File: config.mk
export PLATFORM = sky130hd
export DESIGN_NAME = feedback_decoder
export DESIGN_NICKNAME = d
export VERILOG_FILES = /design/src/rtl/feedback_decoder.sv
export SDC_FILE = /design/constraint.sdc
export NUM_CORES = 1
export LEC_CHECK = 0
export CORE_MARGIN = 3
export CORE_UTILIZATION = 58
export DETAILED_ROUTE_END_ITERATION = 8
export DONT_BUFFER_PORTS = 1
export PLACE_DENSITY = 0.74
export SLEW_MARGIN = 10
export SYNTH_ARGS = -nofsm -noshare
export SYNTH_HDL_FRONTEND = slang
export SYNTH_SLANG_ARGS = --single-unit
export TNS_END_PERCENT = 30
File: constraint.sdc
create_clock -name clock -period 2.3 [get_ports clock]
set_input_delay 0.46 -clock clock [delete_from_list [all_inputs] [get_ports clock]]
set_output_delay 0.46 -clock clock [all_outputs]
set_load 0.1 [all_outputs]
File: src/rtl/feedback_decoder.sv
// feedback_decoder: turns feedback bytes received by the UART into registered
// status flags, with link-liveness supervision and frame/error counters.
// Optional macro FEEDBACK_CONFIRM_EN: flags only update once two consecutive
// feedback frames carry the same payload.
//
// Byte handshake: a byte is taken once per rising edge of dataOut_valid;
// dataOut_bits must be stable on the cycle valid rises, and valid may stay
// high for any number of cycles without producing a second decode.
module feedback_decoder #(
    parameter int TIMEOUT_CYCLES = 153600,
    parameter int TMR_W          = 18
) (
    input  logic       clock,
    input  logic       reset,
    input  logic       script_mode,
    input  logic [7:0] dataOut_bits,
    input  logic       dataOut_valid,
    output logic       traveler_in_front_of_target_machine,
    output logic       traveler_has_item_in_hand,
    output logic       target_machine_is_processing,
    output logic       target_machine_has_item,
    output logic       status_update,
    output logic       link_alive,
    output logic [7:0] frame_count,
    output logic [7:0] error_count
);

    localparam logic [TMR_W-1:0] TMR_LAST = TMR_W'(TIMEOUT_CYCLES - 1);

    logic             first_q;
    logic             valid_q;
    logic             strobe_q;
    logic [7:0]       byte_q;
    logic [3:0]       flags_q, flags_d;
    logic             status_q, status_d;
    logic             alive_q, alive_d;
    logic [TMR_W-1:0] tmr_q, tmr_d;
    logic [7:0]       frames_q, frames_d;
    logic [7:0]       errors_q, errors_d;

    logic             rise;
    logic             frame_ok;
    logic             malformed;
    logic             expire;
    logic             load_flags;

    // first_q masks the cycle right after reset so a valid already high at
    // release is absorbed into the edge register instead of being decoded.
    assign rise = dataOut_valid && !valid_q && !first_q && !script_mode;

    // Edge detect and capture of the strobed byte.
    always_ff @(posedge clock) begin
        if (reset) begin
            first_q  <= 1'b1;
            valid_q  <= 1'b0;
            strobe_q <= 1'b0;
            byte_q   <= 8'h00;
        end else begin
            first_q  <= 1'b0;
            valid_q  <= dataOut_valid;
            strobe_q <= rise;
            if (rise) begin
                byte_q <= dataOut_bits;
            end
        end
    end

    assign frame_ok  = strobe_q && (byte_q[1:0] == 2'b01) && (byte_q[7:6] == 2'b00);
    assign malformed = strobe_q && (byte_q[1:0] == 2'b01) && (byte_q[7:6] != 2'b00);
    // A frame on the expiry cycle keeps the link alive.
    assign expire    = alive_q && (tmr_q == TMR_LAST) && !frame_ok;

`ifdef FEEDBACK_CONFIRM_EN
    typedef enum logic {
        ST_EMPTY   = 1'b0,
        ST_PENDING = 1'b1
    } confirm_state_e;

    confirm_state_e state_q, state_d;
    logic [3:0]     cand_q, cand_d;

    assign load_flags = frame_ok && (state_q == ST_PENDING) && (byte_q[5:2] == cand_q);

    // Confirm FSM state register.
    always_ff @(posedge clock) begin
        if (reset) begin
            state_q <= ST_EMPTY;
            cand_q  <= 4'h0;
        end else begin
            state_q <= state_d;
            cand_q  <= cand_d;
        end
    end

    // Confirm FSM next state: a payload must be seen twice in a row.
    always_comb begin
        state_d = state_q;
        cand_d  = cand_q;
        case (state_q)
            ST_EMPTY: begin
                if (frame_ok) begin
                    state_d = ST_PENDING;
                    cand_d  = byte_q[5:2];
                end
            end
            ST_PENDING: begin
                if (frame_ok) begin
                    if (byte_q[5:2] == cand_q) begin
                        state_d = ST_EMPTY;
                    end else begin
                        cand_d = byte_q[5:2];
                    end
                end else if (malformed || expire) begin
                    state_d = ST_EMPTY;
                end
            end
            default: state_d = ST_EMPTY;
        endcase
    end
`else
    assign load_flags = frame_ok;
`endif

    // Status, liveness and counter registers.
    always_ff @(posedge clock) begin
        if (reset) begin
            flags_q  <= 4'h0;
            status_q <= 1'b0;
            alive_q  <= 1'b0;
            tmr_q    <= '0;
            frames_q <= 8'h00;
            errors_q <= 8'h00;
        end else begin
            flags_q  <= flags_d;
            status_q <= status_d;
            alive_q  <= alive_d;
            tmr_q    <= tmr_d;
            frames_q <= frames_d;
            errors_q <= errors_d;
        end
    end

    // Next-state for flags, timeout and counters.
    always_comb begin
        flags_d  = flags_q;
        status_d = 1'b0;
        alive_d  = alive_q;
        tmr_d    = tmr_q;
        frames_d = frames_q;
        errors_d = errors_q;

        if (frame_ok) begin
            tmr_d    = '0;
            alive_d  = 1'b1;
            frames_d = frames_q + 8'd1;
        end else if (expire) begin
            alive_d  = 1'b0;
            tmr_d    = '0;
            flags_d  = 4'h0;
            status_d = 1'b1;
        end else if (alive_q) begin
            tmr_d = tmr_q + TMR_W'(1);
        end else begin
            tmr_d = '0;
        end

        if (load_flags) begin
            flags_d  = byte_q[5:2];
            status_d = 1'b1;
        end

        if (malformed && (errors_q != 8'hFF)) begin
            errors_d = errors_q + 8'd1;
        end
    end

    assign traveler_in_front_of_target_machine = flags_q[0];
    assign traveler_has_item_in_hand           = flags_q[1];
    assign target_machine_is_processing        = flags_q[2];
    assign target_machine_has_item             = flags_q[3];
    assign status_update                       = status_q;
    assign link_alive                          = alive_q;
    assign frame_count                         = frames_q;
    assign error_count                         = errors_q;

endmodule

### After elaboration in Yosys (flattened, before gate mapping)

Index checks and enable logic that the tools add are counted.

| storage, ports and cells | value |
|---|---|
| register bits after elaboration | 51 |
| bits of input ports | 12 |
| output and inout port bits | 22 |
| word-level logic and storage cells | 41 |

| operators by class | value |
|---|---|
| add/sub/neg operators | 3 |
| equality and inequality tests | 3 |
| multiplexer cells | 7 |
| bitwise gates (word level) | 1 |
| reduce and logical (&&, ||, !) cells | 17 |

Operator list:

| operator | number |
|---|---|
| $add 18x1->18 const B | 1 |
| $eq 18x18->1 const B | 1 |
| $add 8x1->8 const B | 2 |
| $logic_and 1x1->1 | 9 |
| $mux 4 | 2 |
| $ne 8x8->1 const B | 1 |
| $mux 1 | 5 |
| $logic_not 1->1 | 4 |
| $reduce_bool 2->1 | 2 |
| $reduce_or 4->1 | 1 |
| $eq 2x1->1 const B | 1 |
| $logic_not 2->1 | 1 |
| $not 1->1 | 1 |

### Logic depth before layout (Yosys ltp)

Gate-level depths: netlist (run 1).

| depth | value |
|---|---|
| word-level depth | 7 |
| mapped depth | 7 |
| depth with buffers taken out | 5 |

### Least setup slack after synthesis (run 1)

No wires, ideal clock.

| path | value |
|---|---|
| kind | reg2reg |
| from | register errors_q[0] (netlist: error_count[0]) |
| to | register errors_q[7] (netlist: error_count[7]) |
| library setup time | 0.121 ns |
| data arrival time | 2.147 ns |
| required time | 2.179 ns |
| setup slack | 0.032 ns |
| stages on the path, launching flop included | 7 |
| buffers on the path | 1 |
| period minus slack after synthesis | 2.268 ns |
| path through | dfxtp_1 > ha_1 > nand3_1 > o211ai_1 > buf_2 > nor4_1 > mux2_2 |

| between the ends | value |
|---|---|
| cells in the longest elaborated chain, start to end | 2 |
| elaborated cells between the ends (all ways) | 3 |
| those cells by class | add/sub: 1; eq/ne: 1; reduce/logical: 1 |

RTL lines:

| item | line | text |
|---|---|---|
| start, declared | 39 | `logic [7:0] errors_q, errors_d;` |
| start signal, assigned | 139 | `errors_q <= errors_d;` |
| parallel branches: the longest is 2 deep, another holds $add 8x1->8 | - |  |

Parallel ways; which one is timed is not known.
A chain may end at the register's enable or synchronous reset.

### Final worst setup path (run 1)

| path | value |
|---|---|
| from | register tmr_q[0] |
| to | register alive_q (netlist: link_alive) |

| between the ends | value |
|---|---|
| cells in the longest elaborated chain, start to end | 4 |

RTL lines:

| item | line | text |
|---|---|---|
| start, declared | 37 | `logic [TMR_W-1:0] tmr_q, tmr_d;` |
| start signal, assigned | 137 | `tmr_q <= tmr_d;` |
| $eq 18x18->1 | 71 | `assign expire = alive_q && (tmr_q == TMR_LAST) && !frame_ok;` |
| $logic_and 1x1->1 (2 in a row) | 71 |  |
| $reduce_bool 2->1 (no line) | - |  |
| end signal, assigned | 136 | `alive_q <= alive_d;` |
| end, declared | 36 | `logic alive_q, alive_d;` |

Every way passes these cells.

==> impl_metrics.tcl, run 1 <==
set metrics [dict create \
    core-area_um2 3416 \
    worst_ep_required_time_ns 2.55 \
    p_per_area_nw_per_um2 585.2 \
    fill_cells 287 \
    fin_crit_ns 1.918 \
    synth_enable_flop_cells 0 \
    syn_avg_cell_area_um2 8.955 \
    antenna_cells 0 \
    ys_seq_area_share_pct 48.51 \
    synthArstFlopShare_pct 0 \
    fin_worst_skew_ns 0.009421 \
    antenna_found_initial 0 \
    clk_latency_ns 0.35 \
    ir_drop_v 0.0004717 \
    hold_violations 0 \
    mappedNetlistArea_um2 2105 \
    syn_nets 250 \
    globalplace.congestion 0.8896 \
    ys_warn_count 0 \
    clockRootBuffer "clkbuf_4" \
    drtIter0Drc 98 \
    slew_headroom_pct 58.37 \
    start_util_pct 61.61 \
    wl_met3_um 253 \
    clock-sinks 51 \
    synth_top_area_share_pct 48.51 \
    route.detailed.drc 0 \
    post_drt_wl_per_cell_um 14.38 \
    synthFlopType "dfxtp_1" \
    area_delta_synth_final_pct 13.02 \
    cts_htree_levels 2 \
    post_cts_resize_count 0 \
    overflow 0 \
    cts_inserted_buffers 5 \
    cts_buffer_depth 2 \
    clkTransAtPathRegs_ns 0.13 \
    p_leak_nw 0.8296 \
    setup_viol 0 \
    wl_met2_mm 2.123 \
    wl_met1_mm 1.986 \
    setup.worst_path.class "flip-flop to flip-flop" \
    viasPerCell 5.721 \
    first_global_vias 1600 \
    grt.total_usage_pct 21.30 \
    maxClockFrequency_ghz 0.5214 \
    layout-drive-gt1-share_pct 14.29 \
    dr.pass1.iters 4 \
    rsz0062_at_grt "false" \
    portBuffers 0 \
    worstPathArrival_ns 2.16 \
    r2r_slack_ns 0.38 \
    drv_slew 0 \
    start_kind "flip-flop" \
    wl_mm 4.385 \
    min_period_over_period_pct 83.39 \
    yosysMostFrequentCell "dfxtp_1" \
    yosysTopAreaCell "dfxtp_1" \
    ys_ff_latch 51 \
    dieWidth_um 66.24 \
    cp_max_fo 18 \
    num_rows 21 \
    hpwl_mm 3.236 \
    ys_types 40 \
    grt_first_pass_wirelength_mm 7.141 \
    num_io_pins 34 \
    hold_path.class "primary input to flip-flop" \
    via_count 1745 \
    highest_layer "met4" \
    dieArea_um2 4387 \
    synthTopCellsByArea "dfxtp_1, nor2_1, nand2_1" \
    synth_commonest_cells "dfxtp_1, nor2_1, nand2_1, a21oi_1, xor2_1" \
    hold_ws_ns 0.1262 \
    finalNetCount 274 \
    tightest_slew_ns 0.6228 \
    die_h_um 66.24 \
    ant_nets 0 \
    maxCapViolCount 0 \
    cp-end-kind "flip-flop" \
    grt_max_degree 34 \
    fin_tns_setup_ns 0 \
    cts_tree "yes" \
    holdBufCountCts 0 \
    status "complete, no violations" \
    syn_inst 235 \
    post_cts_buffers 0 \
]
## stage by stage
| stage | power [W] | utilization (%) | cells | cell area, µm² | setup WS [ns] |
|---|---|---|---|---|---|
| 3_5_place_dp | 0.0009318 | 67.55 | 298 | 2307 | 0.4192 |
| 5_1_grt | 0.001445 | 69.63 | 305 | 2379 | 0.2214 |
| 6_report | 0.001392 | 69.63 | 305 | 2379 | 0.3821 |
| 4_1_cts | 0.001406 | 69.63 | 305 | 2379 | 0.3938 |
| 3_3_place_gp | 0.0009303 | 67.55 | 298 | 2307 | 0.5276 |
| 2_1_floorplan | 0.0009335 | - | 235 | 2105 | 0.03183 |
## cell families after synthesis
logic type	share of synthesized area, %
muxes	1.011
AOI/OAI and AO/OA	10.94
DFF	48.51
xor gates and xnor gates	7.907
buffers and inverters	2.913
and+or+nand+nor	26.93
adders and majority gates	1.784
## layout make-up
cell class / instances / area (µm²) / share of cell area [%]
clock inverter: 1 / 30.03 / 1.262
clock buffer: 6 / 41.29 / 1.736
sequential: 51 / 1021 / 42.92
timing repair buffer: 24 / 180.2 / 7.575
tap: 46 / 57.56 / 2.420
inverter: 7 / 26.28 / 1.105
multi-input combinational: 170 / 1022 / 42.98
## flip-flops by register name (all words and copies together), names as in the netlist
name / cells
error_count: 8
tmr_q: 18
byte_q: 8
link_alive: 1
flags_q: 4
status_update: 1
frame_count: 8
strobe_q: 1
valid_q: 1
first_q: 1
## where the power goes
group	switching (W)	total, W	internal, W	leakage (nW)
logic	0.0000113	0.0000183	0.00000698	0.380
clock network	0.000255	0.000480	0.000224	0.0383
registers	0.00000395	0.000894	0.000890	0.412
## critical path, stage by stage (launching register included)
cell,delay [ns]
dfxtp_1,0.39
ha_1,0.30
inv_1,0.11
nor4_1,0.46
a2111o_1,0.22
buf_4,0.22
o21ai_0,0.11
## worst paths after layout
kind,start,endpoint,depth (start not counted)
worst max-delay path,tmr_q[0],link_alive,6
worst min-delay path,reset,first_q,0
worst max register to register,tmr_q[0],link_alive,6
worst min register to register,byte_q[3],byte_q[3],2
## cell usage in the layout (no fill, tap or decap), types with 7 or more instances in the layout
cell type / n
dfxtp_1: 51
nor2_1: 28
nand2_1: 26
buf_4: 24
a21oi_1: 19
xor2_1: 10
nand3_1: 9
nand4_1: 9
xnor2_1: 9
inv_1: 7
o21ai_0: 7
## metal layers
layer | global-route usage, % | up-vias
li1 | - | 877
met1 | 26.54 | 814
met2 | 34.45 | 50
met3 | 6.973 | 4
met4 | 7.107 | 0
met5 | 0 | -
No activity file was read; power rests on OpenSTA's default activity.
==> run 2, diff against run 1 <==
--- a/config.mk
+++ b/config.mk
@@ -6,10 +6,10 @@
 export NUM_CORES = 1
 export LEC_CHECK = 0
 export CORE_MARGIN = 3
-export CORE_UTILIZATION = 58
+export CORE_UTILIZATION = 55
 export DETAILED_ROUTE_END_ITERATION = 8
 export DONT_BUFFER_PORTS = 1
-export PLACE_DENSITY = 0.74
+export PLACE_DENSITY = 0.73
 export SLEW_MARGIN = 10
 export SYNTH_ARGS = -nofsm -noshare
 export SYNTH_HDL_FRONTEND = slang
==> constraint.sdc (replaced) <==
create_clock -name clock -period 1.5 [get_ports clock]
set_input_delay 0.3 -clock clock [delete_from_list [all_inputs] [get_ports clock]]
set_output_delay 0.3 -clock clock [all_outputs]
set_load 0.1 [all_outputs]
==> impl_metrics.tcl, run 2 (synthesis results as in run 1) <==
set metrics [dict create \
    dp_slack_ns -0.1512 \
    antenna_found_initial 0 \
    rr_startpoint "tmr_q[1]" \
    hold_path.class "primary input to flip-flop" \
    setup.worst_path.class "flip-flop to flip-flop" \
    dieWidth_um 67.86 \
    start_util_pct 60.22 \
    viasPerCell 5.526 \
    grt_first_pass_wirelength_mm 8.411 \
    fill_cells 245 \
    fin_crit_ns 1.583 \
    grt_max_degree 34 \
    hold_violations 0 \
    hpwl_mm 3.488 \
    status "complete, but fails checks" \
    r2r_cells 5 \
    path_depth 5 \
    p_leak_nw 0.9958 \
    min_period_over_period_pct 105.6 \
    core-area_um2 3495 \
    place_inst 317 \
    via_count 1818 \
    die_h_um 67.86 \
    wl_mm 4.928 \
    p_per_area_nw_per_um2 795.5 \
    path_buf_inv 1 \
    dieArea_um2 4604 \
    num_rows 21 \
    route.detailed.drc 0 \
    hold_ws_ns 0.03685 \
    layout-drive-gt1-share_pct 34.63 \
    rr_endpoint "tmr_q[12]" \
    post_drt_wl_per_cell_um 14.98 \
    worstPathArrival_ns 1.82 \
    cpMaxStageDelayCell "or4_4" \
    crit_chain "ha_4 > inv_2 > or4_4 > or3_4 > a21oi_2" \
    cts_tree "yes" \
    fin_worst_skew_ns 0.008746 \
    globalplace.congestion 0.8442 \
    rsz0062_at_grt "true" \
    cts_buffer_depth 2 \
    area_delta_synth_final_pct 30.74 \
    violations "setup timing" \
    cts_htree_levels 2 \
    crit_path_end "tmr_q[12]" \
    final_cell_mix "buf_4, dfxtp_1, nor2_1, nand2_1, a21oi_1" \
    max_stage_delay_ns 0.47 \
    r2r_slack_ns -0.08 \
    finalNetCount 297 \
    dr.pass1.iters 4 \
    total_power_w 0.002189 \
    largest_reg_flops 18 \
    drv_slew 0 \
    first_global_vias 1867 \
    seq_area_um2 1075 \
    fin_ws_ns -0.08345 \
    clock-sinks 51 \
    overflow 0 \
    portBuffers 0 \
    multi_input_area_um2 1132 \
    clk_latency_ns 0.31 \
    worst_ep_required_time_ns 1.74 \
    antenna_cells 0 \
    hold_depth 1 \
    clkTransAtPathRegs_ns 0.10 \
    cp_max_fo 3 \
    drtIter0Drc 93 \
    critPathLaunch "tmr_q[1]" \
    setup_viol 17 \
    path_delay_family "simple AND/OR/NAND/NOR gates" \
    largest-register "tmr_q" \
    final_common_cell "buf_4" \
    num_io_pins 34 \
    start_kind "flip-flop" \
    clockRootBuffer "clkbuf_8" \
    maxCapViolCount 0 \
    cp-end-kind "flip-flop" \
    grt.total_usage_pct 24.14 \
    tightest_slew_ns 0.3613 \
    ir_drop_v 0.0005079 \
    instances_no_fill 329 \
    slew_headroom_pct 75.87 \
    maxClockFrequency_ghz 0.6315 \
    ant_nets 0 \
    cts_inserted_buffers 5 \
]
run 2: changes by cell type in the layout (fill, tap and decap cells not counted), sizes merged:
| cell | previous run | this run |
|---|---|---|
| bufinv | 1 | 0 |
| inv | 7 | 8 |
| buf | 24 | 46 |
| clkinvlp | 0 | 1 |
| dlygate4sd3 | 0 | 1 |
run 2: where the power goes:
part	leakage, nW	internal [W]	switching [W]
sequential	0.427	0.00134	0.00000649
clock	0.0418	0.000336	0.000465
combinational	0.527	0.0000176	0.0000192
run 2: how the worst min path moves through the flow:
stage	start	to	slack [ns]
after floorplan	reset	first_q	0.33
after global placement	reset	first_q	0.33
after detailed placement	reset	first_q	0.33
after CTS	reset	first_q	0.003
after global routing	reset	error_count[5]	0.02
final	reset	error_count[5]	0.04
run 2: what timing repair did:
action | in CTS | in global routing
endpoints found under the hold margin | 0 | 1
gates resized for setup | 11 | 13
setup buffers | 2 | 1
setup endpoints to repair | 24 | 31
hold buffers | 0 | 1
pin swaps | 6 | 5
run 2: stage by stage:
stage | util (%) | instance area, µm² | TNS [ns]
floorplan | - | 2196 | -0.5575
global placement | 72.90 | 2547 | -0.9157
detailed placement | 72.90 | 2547 | -2.939
CTS | 76.94 | 2689 | -0.5486
global route | 78.73 | 2751 | -2.346
finish | 78.73 | 2751 | -0.5166
run 2: area by class of cell:
cell class	instances	share of cell area, %
clock buffer	6	2.638
multi-input combinational	170	41.16
inverter	7	0.9550
timing repair buffer	47	13.51
tap	46	2.092
clock inverter	2	0.5912
sequential	51	39.06
run 2: layer usage:
| layer | track usage, % | part of all wire (%) | up-vias |
|---|---|---|---|
| met5 | 0 | 0 | - |
| met4 | 6.452 | 1.4 | 0 |
| met3 | 6.240 | 3.9 | 8 |
| met2 | 44.96 | 54 | 26 |
| met1 | 27.07 | 41 | 857 |
| li1 | - | - | 927 |
